`src/rtl/fetch_controller_if.sv`:
```
// fetch_controller_if: bus bundle between the fetch controller, the instruction memory and decode.
//   imem_addr / imem_data              - combinational instruction memory read port
//   out_valid / out_ready              - valid/ready handshake towards decode
//   out_instr / out_pc                 - instruction and its fetch address
//   redirect_valid / redirect_pc       - branch/jump redirect from the back end
// Modports: master = fetch controller side, slave = memory/decode side.
interface fetch_controller_if #(
    parameter int unsigned WIDTH       = 32,
    parameter int unsigned WORD_LENGTH = 32
);
    localparam int unsigned AW = $clog2(WIDTH);

    logic [AW-1:0]          imem_addr;
    logic [WORD_LENGTH-1:0] imem_data;
    logic                   out_valid;
    logic                   out_ready;
    logic [WORD_LENGTH-1:0] out_instr;
    logic [AW-1:0]          out_pc;
    logic                   redirect_valid;
    logic [AW-1:0]          redirect_pc;

    modport master (
        output imem_addr,
        input  imem_data,
        output out_valid,
        input  out_ready,
        output out_instr,
        output out_pc,
        input  redirect_valid,
        input  redirect_pc
    );

    modport slave (
        input  imem_addr,
        output imem_data,
        input  out_valid,
        output out_ready,
        input  out_instr,
        input  out_pc,
        output redirect_valid,
        output redirect_pc
    );
endinterface

```
`src/rtl/fetch_controller.sv`:
```
// fetch_controller: sequences a combinational instruction memory for the front end.
// Holds the pc, reads imem at pc, registers the word and presents it to decode over a
// valid/ready handshake. Handles start, redirects, back-pressure stalls and halt detection.
//
// Ports:
//   clk, rst_n        - clock, asynchronous active-low reset
//   start, start_pc   - one-cycle start pulse and first fetch address (IDLE/HALT only)
//   bus (master)      - imem read port, decode handshake, redirect input
//   busy              - state is FETCH or STALL
//   halted            - state is HALT
//   fetch_err         - fetch ran off the end of memory (sticky until start or reset)
//
// Optional feature: define FETCH_WRAP_EN to wrap pc from WIDTH-1 to 0 instead of halting
// with fetch_err.
module fetch_controller #(
    parameter int unsigned             WIDTH       = 32,
    parameter int unsigned             WORD_LENGTH = 32,
    parameter logic [WORD_LENGTH-1:0] HALT_WORD   = '1
) (
    input  logic                       clk,
    input  logic                       rst_n,
    input  logic                       start,
    input  logic [$clog2(WIDTH)-1:0]   start_pc,
    fetch_controller_if.master         bus,
    output logic                       busy,
    output logic                       halted,
    output logic                       fetch_err
);
    localparam int unsigned AW = $clog2(WIDTH);
    localparam logic [AW-1:0] LAST_PC = AW'(WIDTH - 1);

    typedef enum logic [1:0] {StIdle, StFetch, StStall, StHalt} state_e;

    state_e                 state_q;
    logic [AW-1:0]          pc_q;
    logic                   valid_q;
    logic [WORD_LENGTH-1:0] instr_q;
    logic [AW-1:0]          opc_q;
    logic                   err_q;
    logic                   accepting;

    // Output register is free, or decode takes its contents this cycle.
    assign accepting = !valid_q || bus.out_ready;

    always_ff @(posedge clk or negedge rst_n) begin
        if (!rst_n) begin
            state_q <= StIdle;
            pc_q    <= '0;
            valid_q <= 1'b0;
            instr_q <= '0;
            opc_q   <= '0;
            err_q   <= 1'b0;
        end else if (state_q != StIdle && bus.redirect_valid) begin
            // Redirect wins over everything: flush the presented word, no capture this cycle.
            valid_q <= 1'b0;
            pc_q    <= bus.redirect_pc;
            state_q <= StFetch;
        end else begin
            unique case (state_q)
                StIdle: begin
                    if (start) begin
                        pc_q    <= start_pc;
                        state_q <= StFetch;
                    end
                end
                StFetch: begin
                    if (accepting) begin
                        instr_q <= bus.imem_data;
                        opc_q   <= pc_q;
                        valid_q <= 1'b1;
                        if (bus.imem_data == HALT_WORD) begin
                            // Halt word is still presented; pc stays on it.
                            state_q <= StHalt;
                        end else if (pc_q == LAST_PC) begin
`ifdef FETCH_WRAP_EN
                            pc_q <= '0;
`else
                            state_q <= StHalt;
                            err_q   <= 1'b1;
`endif
                        end else begin
                            pc_q <= pc_q + 1'b1;
                        end
                    end else begin
                        state_q <= StStall;
                    end
                end
                StStall: begin
                    // Release costs one bubble: the word leaves now, next capture next cycle.
                    if (bus.out_ready) begin
                        valid_q <= 1'b0;
                        state_q <= StFetch;
                    end
                end
                StHalt: begin
                    if (bus.out_ready) begin
                        valid_q <= 1'b0;
                    end
                    if (start) begin
                        pc_q    <= start_pc;
                        err_q   <= 1'b0;
                        state_q <= StFetch;
                    end
                end
                default: state_q <= StIdle;
            endcase
        end
    end

    assign bus.imem_addr = pc_q;
    assign bus.out_valid = valid_q;
    assign bus.out_instr = instr_q;
    assign bus.out_pc    = opc_q;
    assign busy          = (state_q == StFetch) || (state_q == StStall);
    assign halted        = (state_q == StHalt);
    assign fetch_err     = err_q;
endmodule

```
`src/flat_wrapper.sv`:
```
// flat-port wrapper written by rule: the top's interface ports become plain ports
module fetch_controller_flat 
#(
    parameter int unsigned             WIDTH       = 32,
    parameter int unsigned             WORD_LENGTH = 32,
    parameter logic [WORD_LENGTH-1:0] HALT_WORD   = '1
)
  (clk, rst_n, start, start_pc, busy, halted, fetch_err, bus_imem_addr, bus_imem_data, bus_out_valid, bus_out_ready, bus_out_instr, bus_out_pc, bus_redirect_valid, bus_redirect_pc);
  fetch_controller_if #(.WIDTH(WIDTH), .WORD_LENGTH(WORD_LENGTH)) bus_i ();
  input  logic clk;
  input  logic rst_n;
  input  logic start;
  input  logic [$clog2(WIDTH)-1:0] start_pc;
  output logic busy;
  output logic halted;
  output logic fetch_err;
  output wire logic [$bits(bus_i.imem_addr)-1:0] bus_imem_addr;
  input wire logic [$bits(bus_i.imem_data)-1:0] bus_imem_data;
  output wire logic [$bits(bus_i.out_valid)-1:0] bus_out_valid;
  input wire logic [$bits(bus_i.out_ready)-1:0] bus_out_ready;
  output wire logic [$bits(bus_i.out_instr)-1:0] bus_out_instr;
  output wire logic [$bits(bus_i.out_pc)-1:0] bus_out_pc;
  input wire logic [$bits(bus_i.redirect_valid)-1:0] bus_redirect_valid;
  input wire logic [$bits(bus_i.redirect_pc)-1:0] bus_redirect_pc;
  assign bus_imem_addr = bus_i.imem_addr;
  assign bus_i.imem_data = bus_imem_data;
  assign bus_out_valid = bus_i.out_valid;
  assign bus_i.out_ready = bus_out_ready;
  assign bus_out_instr = bus_i.out_instr;
  assign bus_out_pc = bus_i.out_pc;
  assign bus_i.redirect_valid = bus_redirect_valid;
  assign bus_i.redirect_pc = bus_redirect_pc;
  fetch_controller #(.WIDTH(WIDTH), .WORD_LENGTH(WORD_LENGTH), .HALT_WORD(HALT_WORD)) u_core (.clk(clk), .rst_n(rst_n), .start(start), .start_pc(start_pc), .bus(bus_i), .busy(busy), .halted(halted), .fetch_err(fetch_err));
endmodule
```
`config.mk`:
```
export PLATFORM = sky130hd
export DESIGN_NAME = fetch_controller_flat
export DESIGN_NICKNAME = d
export VERILOG_FILES = /design/src/rtl/fetch_controller_if.sv /design/src/rtl/fetch_controller.sv /design/src/flat_wrapper.sv
export SDC_FILE = /design/constraint.sdc
export NUM_CORES = 1
export LEC_CHECK = 0
export ABC_AREA = 0
export CAP_MARGIN = 5
export CORE_ASPECT_RATIO = 2
export CORE_MARGIN = 5
export CORE_UTILIZATION = 43
export CTS_BUF_LIST = sky130_fd_sc_hd__clkbuf_8
export DETAILED_ROUTE_END_ITERATION = 16
export GPL_TIMING_DRIVEN = 1
export PLACE_DENSITY = 0.82
export SETUP_SLACK_MARGIN = 0.02
export SLEW_MARGIN = 10
export SYNTH_ARGS = -nofsm -noshare
export SYNTH_HDL_FRONTEND = slang
export SYNTH_SLANG_ARGS = --single-unit
export TNS_END_PERCENT = 50
```
`constraint.sdc`:
```
create_clock -name clk -period 2.3 [get_ports clk]
set_clock_uncertainty 0.05 [all_clocks]
set_input_delay 0.345 -clock clk [delete_from_list [all_inputs] [get_ports clk]]
set_output_delay 0.345 -clock clk [all_outputs]
set_load 0.005 [all_outputs]
```
==> impl_summary.md <==
Run status
The flow ran to the end, and the final reports show no timing, DRC or antenna violations.

Final layout
After the last flow step, the layout net total stands at 324. The most common cell after layout, fill and taps aside is sky130_fd_sc_hd__clkdlybuf4s50_1. After filler insertion, the fill cell instance count of the layout stands at ~360. In the final layout, the share of cells above drive strength 1 is 0.257. The top cell types in the final layout, fill and taps aside, are sky130_fd_sc_hd__clkdlybuf4s50_1 (91), sky130_fd_sc_hd__dfrtp_1 (46), sky130_fd_sc_hd__mux2_2 (40). From synthesis to final layout, the design area changed by 56.3%. The number of antenna diodes in the final layout is 0.

Die
The placeable core region is 4860 µm². In this run the core area contains 36 standard-cell rows. During I/O placement, the number of pins put on the boundary was a little over 90.

The die is 59.8 µm wide. The die footprint is between 6000 and 7000 µm². The die extent in y is ~110 µm. The initial utilization of the core area, before any placement, comes to 0.438.

STA
Dividing the final minimum period by the clock period gives 0.944. In this run the tightest slew margin relative to its limit is 0.545. The shortest period the worst path allows is 2170 ps. The setup violation total in the final timing report is 0. After layout, the worst setup slack is 128 ps. Setup repair after global routing left no endpoint under its margin.

For this run, the top clock speed supported by timing is 461 MHz. The number of max-slew violations in the final report came to 0. At the pin with the least slew margin, the transition time is 683 ps. The final hold slack is ~13 ps.

The final-report hold violation count was 0.

Clocking
CTS built an H-tree with a depth of 2. The total setup buffers inserted after CTS is 0. The clock net in this run drives a total of 46 sinks. The TritonCTS clock tree is yes. The deepest clock path buffer count is 2. Hold repair after CTS inserted 0 buffers.

In this run, CTS created clock tree buffers numbering 5. The number of gates resized after CTS is 0. The clock latency of the later-clocked register in the worst-skew pair is slightly above 300 ps. Clock-pin slew was measured on the worst setup and hold paths at 80 ps. The master cell of the clock root buffer is sky130_fd_sc_hd__clkbuf_8.

GRT
The initial antenna violation count came to 0. The pin count of the biggest net entering global routing is 39. The via count of the first global-routing pass is 1760.

Summed over all layers, the global routing overflow is 0. The global router's overall resource usage is 0.180. The first global-routing pass estimated 8500 µm of wire.

Power and ir drop
The analysis attributes to cell leakage a power of 0.00141 µW. Across the VDD grid, the largest voltage drop is 0.883 mV. The ratio of total power to cell area is around 1300 nW/µm².

Route
The total length of routed wires is 5500 µm. The via count is 1675. The iteration-0 DRC count of the detailed router is 33. For this run, the detailed router's first-pass iteration total came to 4. The DRC violation count after routing is 0. In this run the remaining antenna-violating nets after routing total 0. After detailed routing, the number of vias per cell comes to 5.09. In the final routed layout, each cell accounts on average for 16.7 µm.

Synth
During synthesis, Yosys emitted a total of 0 warnings. The count of different cell masters after synthesis is 30. The number of synthesized register bits is 46.

The average instance in the mapped netlist occupies 13.2 µm². The portion of the post-synthesis area used by sequential elements is 0.541. Synthesis produced a netlist with a net count of 214.

The total standard cell area after synthesis is 2130 µm². The post-synthesis instance total is 161.

Setup path
The startpoint type of the worst setup path is a flop. In this run the worst path has a maximum fanout of 8. For this run, the slowest stage of the critical path takes between 500 and 600 ps.

The critical path required time is ~1900 ps. The critical path's slowest cell is sky130_fd_sc_hd__clkdlybuf4s50_1. For the worst setup path, the data arrival time is 1780 ps. The signal on the critical path passes through inv_1 -> ha_1 -> buf_4 -> clkdlybuf4s50_1. The critical path in this run is classified as flop to output port. The worst setup path is captured at an output port.

Placement
The final weighted congestion in routability-driven placement is between 0.7 and 0.8. Port buffering added 92 buffers. Summed over all nets, the half-perimeter wirelength after detailed placement is 4520 µm. The worst setup slack before clock tree synthesis is -193 ps.

Job
The number of max-cap violations is 0.

Worst hold path
The worst hold-check path type is input port to asynchronous set/reset pin.
[worst max-delay path: cells and delay by family, from the launching register on]
family,cells,cell delay [ps]
DFF,1,400
adders and majority gates,1,300
buffers and inverters,3,770
[area by class of cell]
class | instances | area [µm²] | share of cell area
flip-flops and latches | 46 | 1150 | 0.346
repair buffers | 109 | 1060 | 0.317
multi-input cells | 105 | 928 | 0.279
well taps | 57 | 71.3 | 0.0214
clock buffers | 5 | 68.8 | 0.0207
clock inverters | 3 | 37.5 | 0.0113
inverters | 4 | 15.0 | 0.00451
[cell usage after synthesis (all sizes together)]
cell,count,area (µm²)
nor4,2,33.8
nand4,8,50.1
nand3,2,10.0
a21oi,5,28.8
inv,4,15.0
mux2,40,450
clkbuf,1,3.75
mux2i,6,60.1
buf,5,31.3
a311oi,1,26.3
nor3,1,5.00
nand4b,1,8.76
o31a,1,8.76
a22o,1,8.76
xnor2,2,17.5
nor2,4,15.0
a31oi,2,12.5
dfrtp,46,1150
and3,1,6.26
or2b,1,8.76
ha,6,75.1
nor2b,1,6.26
and2b,1,8.76
o21ai,9,45.0
nand2,8,30.0
nand2b,1,6.26
and2,1,6.26
[state kept, by name, indices dropped and copies added, names as in the netlist]
| signal | flops |
|---|---|
| u_core.state_q | 2 |
| u_core.bus.imem_addr | 5 |
| u_core.bus.out_pc | 5 |
| u_core.bus.out_instr | 32 |
| u_core.bus.out_valid | 1 |
| u_core.fetch_err | 1 |
[stage by stage]
step | cell area, µm² | power [µW] | setup TNS (ps) | cells | util
final | 3330 | 4280 | 0 | 329 | 0.684
after global routing | 3330 | 4580 | 0 | 329 | 0.684
after CTS | 3320 | 4340 | 0 | 328 | 0.683
after detailed placement | 3210 | 3750 | -804 | 320 | 0.661
after global placement | 3210 | 3660 | -552 | 320 | 0.661
after floorplan | 2130 | 2500 | 0 | 161 | -
[power breakdown]
part	internal, µW	switching (µW)	total [µW]
logic	1460	793	2250
registers	1220	228	1450
clock network	316	264	580
[per-layer routing]
| layer | vias up | track usage | share of wire |
|---|---|---|---|
| met3 | 14 | 0.0458 | 0.072 |
| met2 | 69 | 0.327 | 0.56 |
| met4 | 0 | 0.103 | 0.032 |
| met1 | 783 | 0.174 | 0.33 |
| li1 | 809 | - | - |
| met5 | - | 0 | 0 |
[path summary, 6_finish.rpt]
path | startpoint | end | slack [ps] | cells past startpoint
max in group asynchronous | rst_n | u_core.bus.out_instr[6] | 1590 | 2
min | rst_n | u_core.bus.out_instr[20] | 10 | 1
max reg2reg | u_core.state_q[1] | u_core.bus.out_instr[26] | 260 | 7
max | u_core.state_q[1] | busy | 130 | 4
min in group clk | u_core.bus.out_pc[0] | u_core.bus.out_pc[0] | 430 | 2
min reg2reg | u_core.bus.out_pc[0] | u_core.bus.out_pc[0] | 430 | 2
[kinds of logic after synthesis]
logic type / share of synthesized area
simple gates: 0.0917
buf+inv: 0.0235
compound gates: 0.0611
mux: 0.240
xor+xnor: 0.00823
fa+ha+maj: 0.0353
flops: 0.541
Note: power is estimated with default switching activity, not from simulation.
